[config.mk]
export PLATFORM = sky130hd
export DESIGN_NAME = addsub_seq
export DESIGN_NICKNAME = d
export VERILOG_FILES = /design/src/rtl/addsub_pkg.sv /design/src/rtl/addsub_slice.sv /design/src/rtl/addsub_seq.sv
export SDC_FILE = /design/constraint.sdc
export NUM_CORES = 1
export LEC_CHECK = 0
export BUFFER_PORTS_ARGS = -buffer_cell sky130_fd_sc_hd__buf_4
export CORE_MARGIN = 3
export CORE_UTILIZATION = 39
export CTS_CLUSTER_DIAMETER = 80
export DETAILED_ROUTE_END_ITERATION = 12
export PLACE_DENSITY_LB_ADDON = 0.12
export SYNTH_ARGS = -nofsm -noshare
export SYNTH_HDL_FRONTEND = slang
export SYNTH_HIERARCHICAL = 1
export SYNTH_SLANG_ARGS = --single-unit
[constraint.sdc]
create_clock -name clk -period 3.71 [get_ports clk]
set_input_delay 0.371 -clock clk [delete_from_list [all_inputs] [get_ports clk]]
set_output_delay 0.371 -clock clk [all_outputs]
set_load 0.01 [all_outputs]
[src/rtl/addsub_pkg.sv]
// Shared definitions for the byte-serial add/subtract unit: controller state
// encoding, default operand size and a helper for the byte-index width.
package addsub_pkg;

  // Default operand width in bytes; legal range is 2..8.
  localparam int NBYTES_DEFAULT = 4;

  // Width of the shared arithmetic slice.
  localparam int BYTE_W = 8;

  // Controller states.
  typedef enum logic [1:0] {
    ST_IDLE = 2'd0,
    ST_RUN  = 2'd1,
    ST_DONE = 2'd2
  } state_t;

  // Number of bits needed to address one byte of an nbytes-wide operand.
  function automatic int idx_width(input int nbytes);
    return (nbytes > 1) ? $clog2(nbytes) : 1;
  endfunction

endpackage

[src/rtl/addsub_slice.sv]
// One 8-bit add slice: sum = x + y + cin. Besides the carry out of bit 7 it
// also exposes the carry into bit 7, so the caller can form signed overflow
// on the top byte. Purely combinational.
module addsub_slice
  import addsub_pkg::*;
(
  input  logic [BYTE_W-1:0] x,
  input  logic [BYTE_W-1:0] y,
  input  logic              cin,
  output logic [BYTE_W-1:0] sum,
  output logic              c7,
  output logic              cout
);

  // Low seven bits plus carry-in; bit 7 of this partial sum is the carry
  // that enters the MSB position.
  logic [BYTE_W-1:0] low_sum;
  // MSB position: x[7] + y[7] + c7, giving the sum MSB and the carry out.
  logic [1:0]        high_sum;

  assign low_sum  = {1'b0, x[BYTE_W-2:0]} + {1'b0, y[BYTE_W-2:0]} + {{(BYTE_W-1){1'b0}}, cin};
  assign c7       = low_sum[BYTE_W-1];
  assign high_sum = {1'b0, x[BYTE_W-1]} + {1'b0, y[BYTE_W-1]} + {1'b0, c7};

  assign sum  = {high_sum[0], low_sum[BYTE_W-2:0]};
  assign cout = high_sum[1];

endmodule

[src/rtl/addsub_seq.sv]
// Byte-serial two's-complement adder/subtractor. A request is latched in
// IDLE, one byte per cycle is processed through a single shared 8-bit slice
// in RUN (LSB first, carry rippling through carry_reg), and the result with
// carry/overflow/zero flags is held in DONE until the consumer takes it.
// Subtraction is a + ~b + 1: the carry register is preset to op on accept.
module addsub_seq
  import addsub_pkg::*;
#(
  parameter int NBYTES = NBYTES_DEFAULT
)
(
  input  logic                  clk,
  input  logic                  rst,
  input  logic                  req_valid,
  output logic                  req_ready,
  input  logic                  op,
  input  logic [8*NBYTES-1:0]   a,
  input  logic [8*NBYTES-1:0]   b,
  output logic                  rsp_valid,
  input  logic                  rsp_ready,
  output logic [8*NBYTES-1:0]   result,
  output logic                  carry,
  output logic                  ovf,
  output logic                  zero,
  output logic                  busy
);

  localparam int KW = idx_width(NBYTES);
  localparam logic [KW-1:0] K_LAST = KW'(NBYTES - 1);
  localparam logic [KW-1:0] K_ONE  = KW'(1);

  // Controller state
  state_t state_reg;
  state_t state_next;

  // Decoded controls from the current state
  logic accept;     // request handshake this cycle
  logic step;       // a byte is processed this cycle
  logic last_step;  // the top byte is processed this cycle

  // Byte index and inter-byte carry
  logic [KW-1:0] k_reg;
  logic          carry_reg;

  // Latched request
  logic              op_reg;
  logic [BYTE_W-1:0] a_byte_reg [NBYTES];
  logic [BYTE_W-1:0] b_byte_reg [NBYTES];

  // Held response
  logic [BYTE_W-1:0] result_byte_reg [NBYTES];
  logic              carry_flag_reg;
  logic              ovf_reg;

  // Shared slice connections
  logic [BYTE_W-1:0] slice_x;
  logic [BYTE_W-1:0] slice_y;
  logic [BYTE_W-1:0] slice_sum;
  logic              slice_c7;
  logic              slice_cout;

  // State register
  always_ff @(posedge clk or posedge rst) begin
    if (rst) begin
      state_reg <= ST_IDLE;
    end else begin
      state_reg <= state_next;
    end
  end

  // Next-state logic and handshake/status decode
  always_comb begin
    state_next = state_reg;
    req_ready  = 1'b0;
    rsp_valid  = 1'b0;
    busy       = 1'b1;
    accept     = 1'b0;
    step       = 1'b0;
    last_step  = 1'b0;
    case (state_reg)
      ST_IDLE: begin
        req_ready = 1'b1;
        busy      = 1'b0;
        if (req_valid) begin
          accept     = 1'b1;
          state_next = ST_RUN;
        end
      end
      ST_RUN: begin
        step = 1'b1;
        if (k_reg == K_LAST) begin
          last_step  = 1'b1;
          state_next = ST_DONE;
        end
      end
      ST_DONE: begin
        rsp_valid = 1'b1;
        if (rsp_ready) begin
          state_next = ST_IDLE;
        end
      end
      default: begin
        state_next = ST_IDLE;
      end
    endcase
  end

  // Operand byte k feeds the slice; b is inverted for subtraction.
  assign slice_x = a_byte_reg[k_reg];
  assign slice_y = op_reg ? ~b_byte_reg[k_reg] : b_byte_reg[k_reg];

  addsub_slice u_slice (
    .x    (slice_x),
    .y    (slice_y),
    .cin  (carry_reg),
    .sum  (slice_sum),
    .c7   (slice_c7),
    .cout (slice_cout)
  );

  // Byte index, ripple carry, latched op and final flags
  always_ff @(posedge clk or posedge rst) begin
    if (rst) begin
      k_reg          <= '0;
      carry_reg      <= 1'b0;
      op_reg         <= 1'b0;
      carry_flag_reg <= 1'b0;
      ovf_reg        <= 1'b0;
    end else if (accept) begin
      k_reg     <= '0;
      carry_reg <= op;
      op_reg    <= op;
    end else if (step) begin
      k_reg     <= k_reg + K_ONE;
      carry_reg <= slice_cout;
      if (last_step) begin
        carry_flag_reg <= slice_cout;
        ovf_reg        <= slice_c7 ^ slice_cout;
      end
    end
  end

  // Per-byte operand capture and result write-back
  generate
    for (genvar gi = 0; gi < NBYTES; gi++) begin : g_byte
      localparam logic [KW-1:0] K_MINE = KW'(gi);

      // Capture this byte of both operands on acceptance only
      always_ff @(posedge clk or posedge rst) begin
        if (rst) begin
          a_byte_reg[gi] <= '0;
          b_byte_reg[gi] <= '0;
        end else if (accept) begin
          a_byte_reg[gi] <= a[gi*BYTE_W +: BYTE_W];
          b_byte_reg[gi] <= b[gi*BYTE_W +: BYTE_W];
        end
      end

      // Write this result byte in the RUN cycle that processes it
      always_ff @(posedge clk or posedge rst) begin
        if (rst) begin
          result_byte_reg[gi] <= '0;
        end else if (step && (k_reg == K_MINE)) begin
          result_byte_reg[gi] <= slice_sum;
        end
      end

      assign result[gi*BYTE_W +: BYTE_W] = result_byte_reg[gi];
    end
  endgenerate

  assign carry = carry_flag_reg;
  assign ovf   = ovf_reg;
  // Zero flag only means something while a response is presented.
  assign zero  = rsp_valid & ~(|result);

endmodule

## Yosys cells after proc, flatten, opt, wreduce, memory -nomap -nowiden

Cells that the tools add are included.

| word-level totals | value |
|---|---|
| register bits | 104 |
| bits of input ports | 69 |
| word-level logic and storage cells | 71 |

| cells by class | value |
|---|---|
| $lt $le $gt $ge | 1 |
| reductions and logical operators | 10 |
| bitwise gates (word level) | 6 |
| $add $sub $neg | 5 |
| eq/ne operators | 8 |
| multiplexer cells | 23 |

Operators by type and width:

| operator | count |
|---|---|
| $mux 8 | 5 |
| $bmux 8 s2 | 2 |
| $reduce_or 32->1 | 1 |
| $mux 1 | 10 |
| $mux 2 | 5 |
| $add 7x7->8 | 1 |
| $add 8x1->8 | 1 |
| $not 8->8 | 1 |
| $eq 2x2->1 const B | 3 |
| $ne 2x2->1 const B | 3 |
| $pmux 2 s3 | 1 |
| $reduce_and 3->1 | 2 |
| $eq 2x1->1 const B | 2 |
| $logic_and 1x1->1 | 4 |
| $logic_not 2->1 | 2 |
| $ge 3x3->1 const B | 1 |
| $not 2->3 | 1 |
| $add 1x1->2 | 1 |
| $add 2x1->2 | 1 |
| $add 2x1->2 const B | 1 |
| $not 1->1 | 2 |
| $reduce_bool 2->1 | 1 |
| $and 1x1->1 | 1 |
| $xor 1x1->1 | 1 |

## Logic depth before layout (Yosys ltp)

| logic depth | value |
|---|---|
| depth in word-level cells | 11 |
| gate-level depth with buffers | 13 |
| gate-level depth less buffers | 11 |

## Modules after synthesis

Netlist, hierarchy kept.

Modules (own cells, without submodules):

| module | area an instance (µm²) | cells each | instances |
|---|---|---|---|
| addsub_seq | 4774.6 | 282 | 1 |
| addsub_slice | 326.6 | 42 | 1 |

## Least setup slack after synthesis

No wires, ideal clock.

| timing | value |
|---|---|
| path type | flip-flop to flip-flop |
| start point | register k_reg[0] |
| end point | register result_byte_reg (netlist bit result[15]) |
| required time | 3646 ps |
| arrival | 2925 ps |
| path buffers | 1 |
| setup time | 64 ps |
| period minus slack after synthesis | 2990 ps |
| setup slack | 720 ps |
| stages on the path, launching flop included | 12 |
| path through | dfrtp_1 > buf_4 > mux4_2 > xor2_1 > fa_1 > a21o_1 > nand4_1 > nand3_1 > a31oi_1 > fa_1 > inv_1 > mux2_2 |

| between the ends | value |
|---|---|
| word-level cells in the longest chain between the ends | 9 |
| elaborated cells on any way between the ends | 15 |

RTL lines:

| what | line | text |
|---|---|---|
| start: declaration | addsub_seq.sv:42 | `logic [KW-1:0] k_reg;` |
| start signal: assignment | addsub_seq.sv:134 | `k_reg <= k_reg + K_ONE;` |
| $not 2->3 (not written as such) (*) | addsub_seq.sv:110 | `assign slice_y = op_reg ? ~b_byte_reg[k_reg] : b_byte_reg[k_reg];` |
| $bmux 8 s2 (*) | addsub_seq.sv:110 |  |
| $mux 8 (not written as such) (*) (2 in series) | addsub_seq.sv:110 |  |
| $not 8->8 | addsub_seq.sv:110 |  |
| $mux 8 (*) | addsub_seq.sv:110 |  |
| named net slice_y[0] | addsub_seq.sv:57 | `logic [BYTE_W-1:0] slice_y;` |
| $add 7x7->8 (*) | addsub_slice.sv:21 | `assign low_sum = {1'b0, x[BYTE_W-2:0]} + {1'b0, y[BYTE_W-2:0]} + {{(BYTE_W-1){1'b0}}, cin};` |
| $add 8x1->8 (*) | addsub_slice.sv:21 |  |
| $add 2x1->2 (*) | addsub_slice.sv:23 | `assign high_sum = {1'b0, x[BYTE_W-1]} + {1'b0, y[BYTE_W-1]} + {1'b0, c7};` |
| named net slice_sum[7] | addsub_seq.sv:58 | `logic [BYTE_W-1:0] slice_sum;` |
| end signal: indexed assignment | addsub_seq.sv:164 | `result_byte_reg[gi] <= slice_sum;` |
| end: declaration | addsub_seq.sv:51 | `logic [BYTE_W-1:0] result_byte_reg [NBYTES];` |

The timed path passes the listed nets; every way through them passes the cells marked *. The select of a mux whose other input is x is not followed.
A chain may end at the register's enable or synchronous reset.

## Worst setup path in the final report

| timing | value |
|---|---|
| start point | register k_reg[0] |
| end point | register result_byte_reg (netlist bit result[31]) |

Same word-level chain as after synthesis.

==> results.txt <==
status: finished clean
Slowest cell on crit path: mux4_2
CTS Sinks: 104
post-synth cell types: 40
layout cells sized above 1: 0.568
Root Driver: clkbuf_16
top cells by count, synth: dfrtp_1, mux2_4, mux2_2, mux4_2, inv_1
Setup Crit Path Kind: reg2reg
Antenna Cells: 0
routability-driven placement congestion ratio: 0.854
Critical Path AT: 3.47 ns
EDFF count, synth: 0
area post-placement: 5980 sq um
# port buffers: 106
worst-path cell chain: buf_4 -> mux4_2 -> xor2_1 -> ha_1 -> nand4_1 -> nand3_1 -> a31oi_1 -> fa_1 -> inv_1 -> mux2_2
die height: 120 um
CP bufs+invs: 2
first-pass GRT wire length: 17.2 mm
Pre-antenna DRT Iters: 4
vias post-DR: 2,980
M3 GR Usage: 0.0393
Synth Cell Area: 5100 sq um
H-Tree Depth: 3
final-report max-slew violation count: 0
fraction of registers with async set/reset: 1.00
DP Wirelength: 8.11 mm
Worst-Skew Late Latency: 0.35 ns
ys flop type: dfrtp_1
Clock transition at path regs: 0.07 ns
met2 usage: 0.235
Post-CTS Resized: 0
Crit path required time: 3.94 ns
area share of the largest cell type after synthesis: 0.510
most crowded layer after global routing: met2
largest net degree at the start of global routing: 66
CTS max path bufs: 2
RSZ-0062 raised after global routing: false
syn_area_per_cell: 15.7 sq um
CP max stage delay: 0.55 ns
max-cap viol count: 0
Via density: 4.91
# IOs: 107
M1 GR Usage: 0.220
final instance area: 6290 sq um
min Tclk post-route: 3.24 ns
crit share post-route: 0.874
Setup Fix Bufs, Post-CTS: 0
r2r endpoint: result[31]
combinational family with the most area after synthesis: multiplexers
Largest delay share family, worst path: adder cells
Row Count: 41
Rel. slew slack: 0.224
CORE AREA: 12,700 sq um
Synth Net Count: 406
CTS Hold Buffers Added: 0
mean routed wirelength per cell: 17.8 um
final setup fails: 0
Routed WL: 10.8 mm
Final ANT Viol Nets: 0
synthesis-to-layout area growth: 23.3%
Critical Path Sink Type: flip-flop
Post-Synth XOR/XNOR Area: 0.0206
post-synthesis adder-cell area fraction: 0.0363
worst min-delay path class: in2async
DRC: 0
Synth Area in Simple Gates: 0.0373
antenna violations before repair: 0
die area: 14,500 sq um
Worst-Margin Slew: 1.16 ns
Initial Util: 0.401
Max Clock Freq: 0.309 GHz
Final Hold Fails: 0
Final nets: 513
worst r2r src: k_reg[0]
R2R depth: 10
Post-Syn Instances: 324
top cells by area, synth: dfrtp_1, mux2_4, mux2_2, mux4_2, ha_1
setup TNS: 0 ns
Worst Path Max Fanout: 15
GRT overflow: 0
Layout Utilization: 0.494
Worst Skew: 0.0117 ns
Yosys Warn Count: 6
Tot GR Track Use: 0.156
Synth area leader: dfrtp_1
vias in the first global route: 3,146
share of the yosys chip area belonging to registers: 0.510
TritonCTS buffer count: 9
Worst R2R Setup Slack: 0.47 ns
Critical Path Start Type: flip-flop
most frequent cell after synthesis: dfrtp_1
Die Span X: 120 um
worst hold slack: 0.115 ns
TritonCTS clock tree: built
Compound-Gate Fraction of Synth Area: 0.0228
Yosys reg bits: 104
mux contribution to synthesized area: 0.330
Iteration-0 DRC Markers: 114
## cell type report
| class | count | area [sq um] |
|---|---|---|
| Multi-Input combinational cell | 191 | 2280 |
| Fill cell | 1174 | 6430 |
| Sequential cell | 104 | 2600 |
| Timing Repair Buffer | 110 | 826 |
| Clock inverter | 4 | 52.6 |
| Clock buffer | 11 | 253 |
| Tap cell | 172 | 215 |
| Inverter | 15 | 58.8 |
## worst register-to-register path, stage by stage (launching register included)
cell     delay, ns
dfrtp_1       0.48
buf_4         0.33
mux4_2        0.55
xor2_1        0.16
ha_1          0.38
nand4_1       0.10
nand3_1       0.15
a31oi_1       0.13
fa_1          0.51
inv_1         0.07
mux2_2        0.27
## cells in the final DEF, fill, tap and decap left out, types with 2 or more instances in the layout
cell,synthesis,final
xnor2_1,3,3
clkbuf_8,0,2
clkbuf_16,0,9
buf_4,1,110
a21o_1,2,2
nor3_1,2,2
xor2_1,9,9
a21oi_1,4,4
mux4_2,16,16
mux2_4,50,50
nor2b_1,3,3
dfrtp_1,104,104
fa_1,3,3
nand4_1,2,2
nor4_1,8,8
mux2i_1,2,2
nand3_1,3,3
nand2_1,2,2
nand2b_1,2,2
nand3b_1,2,2
inv_1,15,14
o21ai_0,3,3
nor2_1,2,2
mux2_2,49,49
ha_1,10,10
nand2_2,3,3
## worst max-delay path by stage
stage / start / to / cells past startpoint
2_1_floorplan: rst / a_byte_reg[0] / 1
6_report: k_reg[0] / result[31] / 10
5_1_grt: k_reg[0] / result[31] / 10
3_5_place_dp: k_reg[0] / result[31] / 10
3_3_place_gp: k_reg[0] / result[31] / 10
4_1_cts: k_reg[0] / result[31] / 10
## logic make-up (layout without fill, tap and decap cells)
logic type,count (synthesis),count (layout)
compound gates,17,17
mux,117,117
fa+ha+maj,13,13
flops,104,104
xor+xnor,12,12
simple gates,32,32
buf+inv,29,140
## through the flow
step | instances | setup slack (ns)
floorplan | 324 | 0.607
global placement | 592 | 0.490
detailed placement | 592 | 0.407
CTS | 607 | 0.402
global route | 607 | 0.210
finish | 607 | 0.469
## layer usage
layer	up-vias	share of wire
met5	-	0
met4	0	0.017
met2	81	0.46
li1	1389	-
met3	13	0.048
met1	1497	0.47
Power is not shown: default switching activity piles up to over one toggle a cycle in this logic, so the estimate is an artifact.
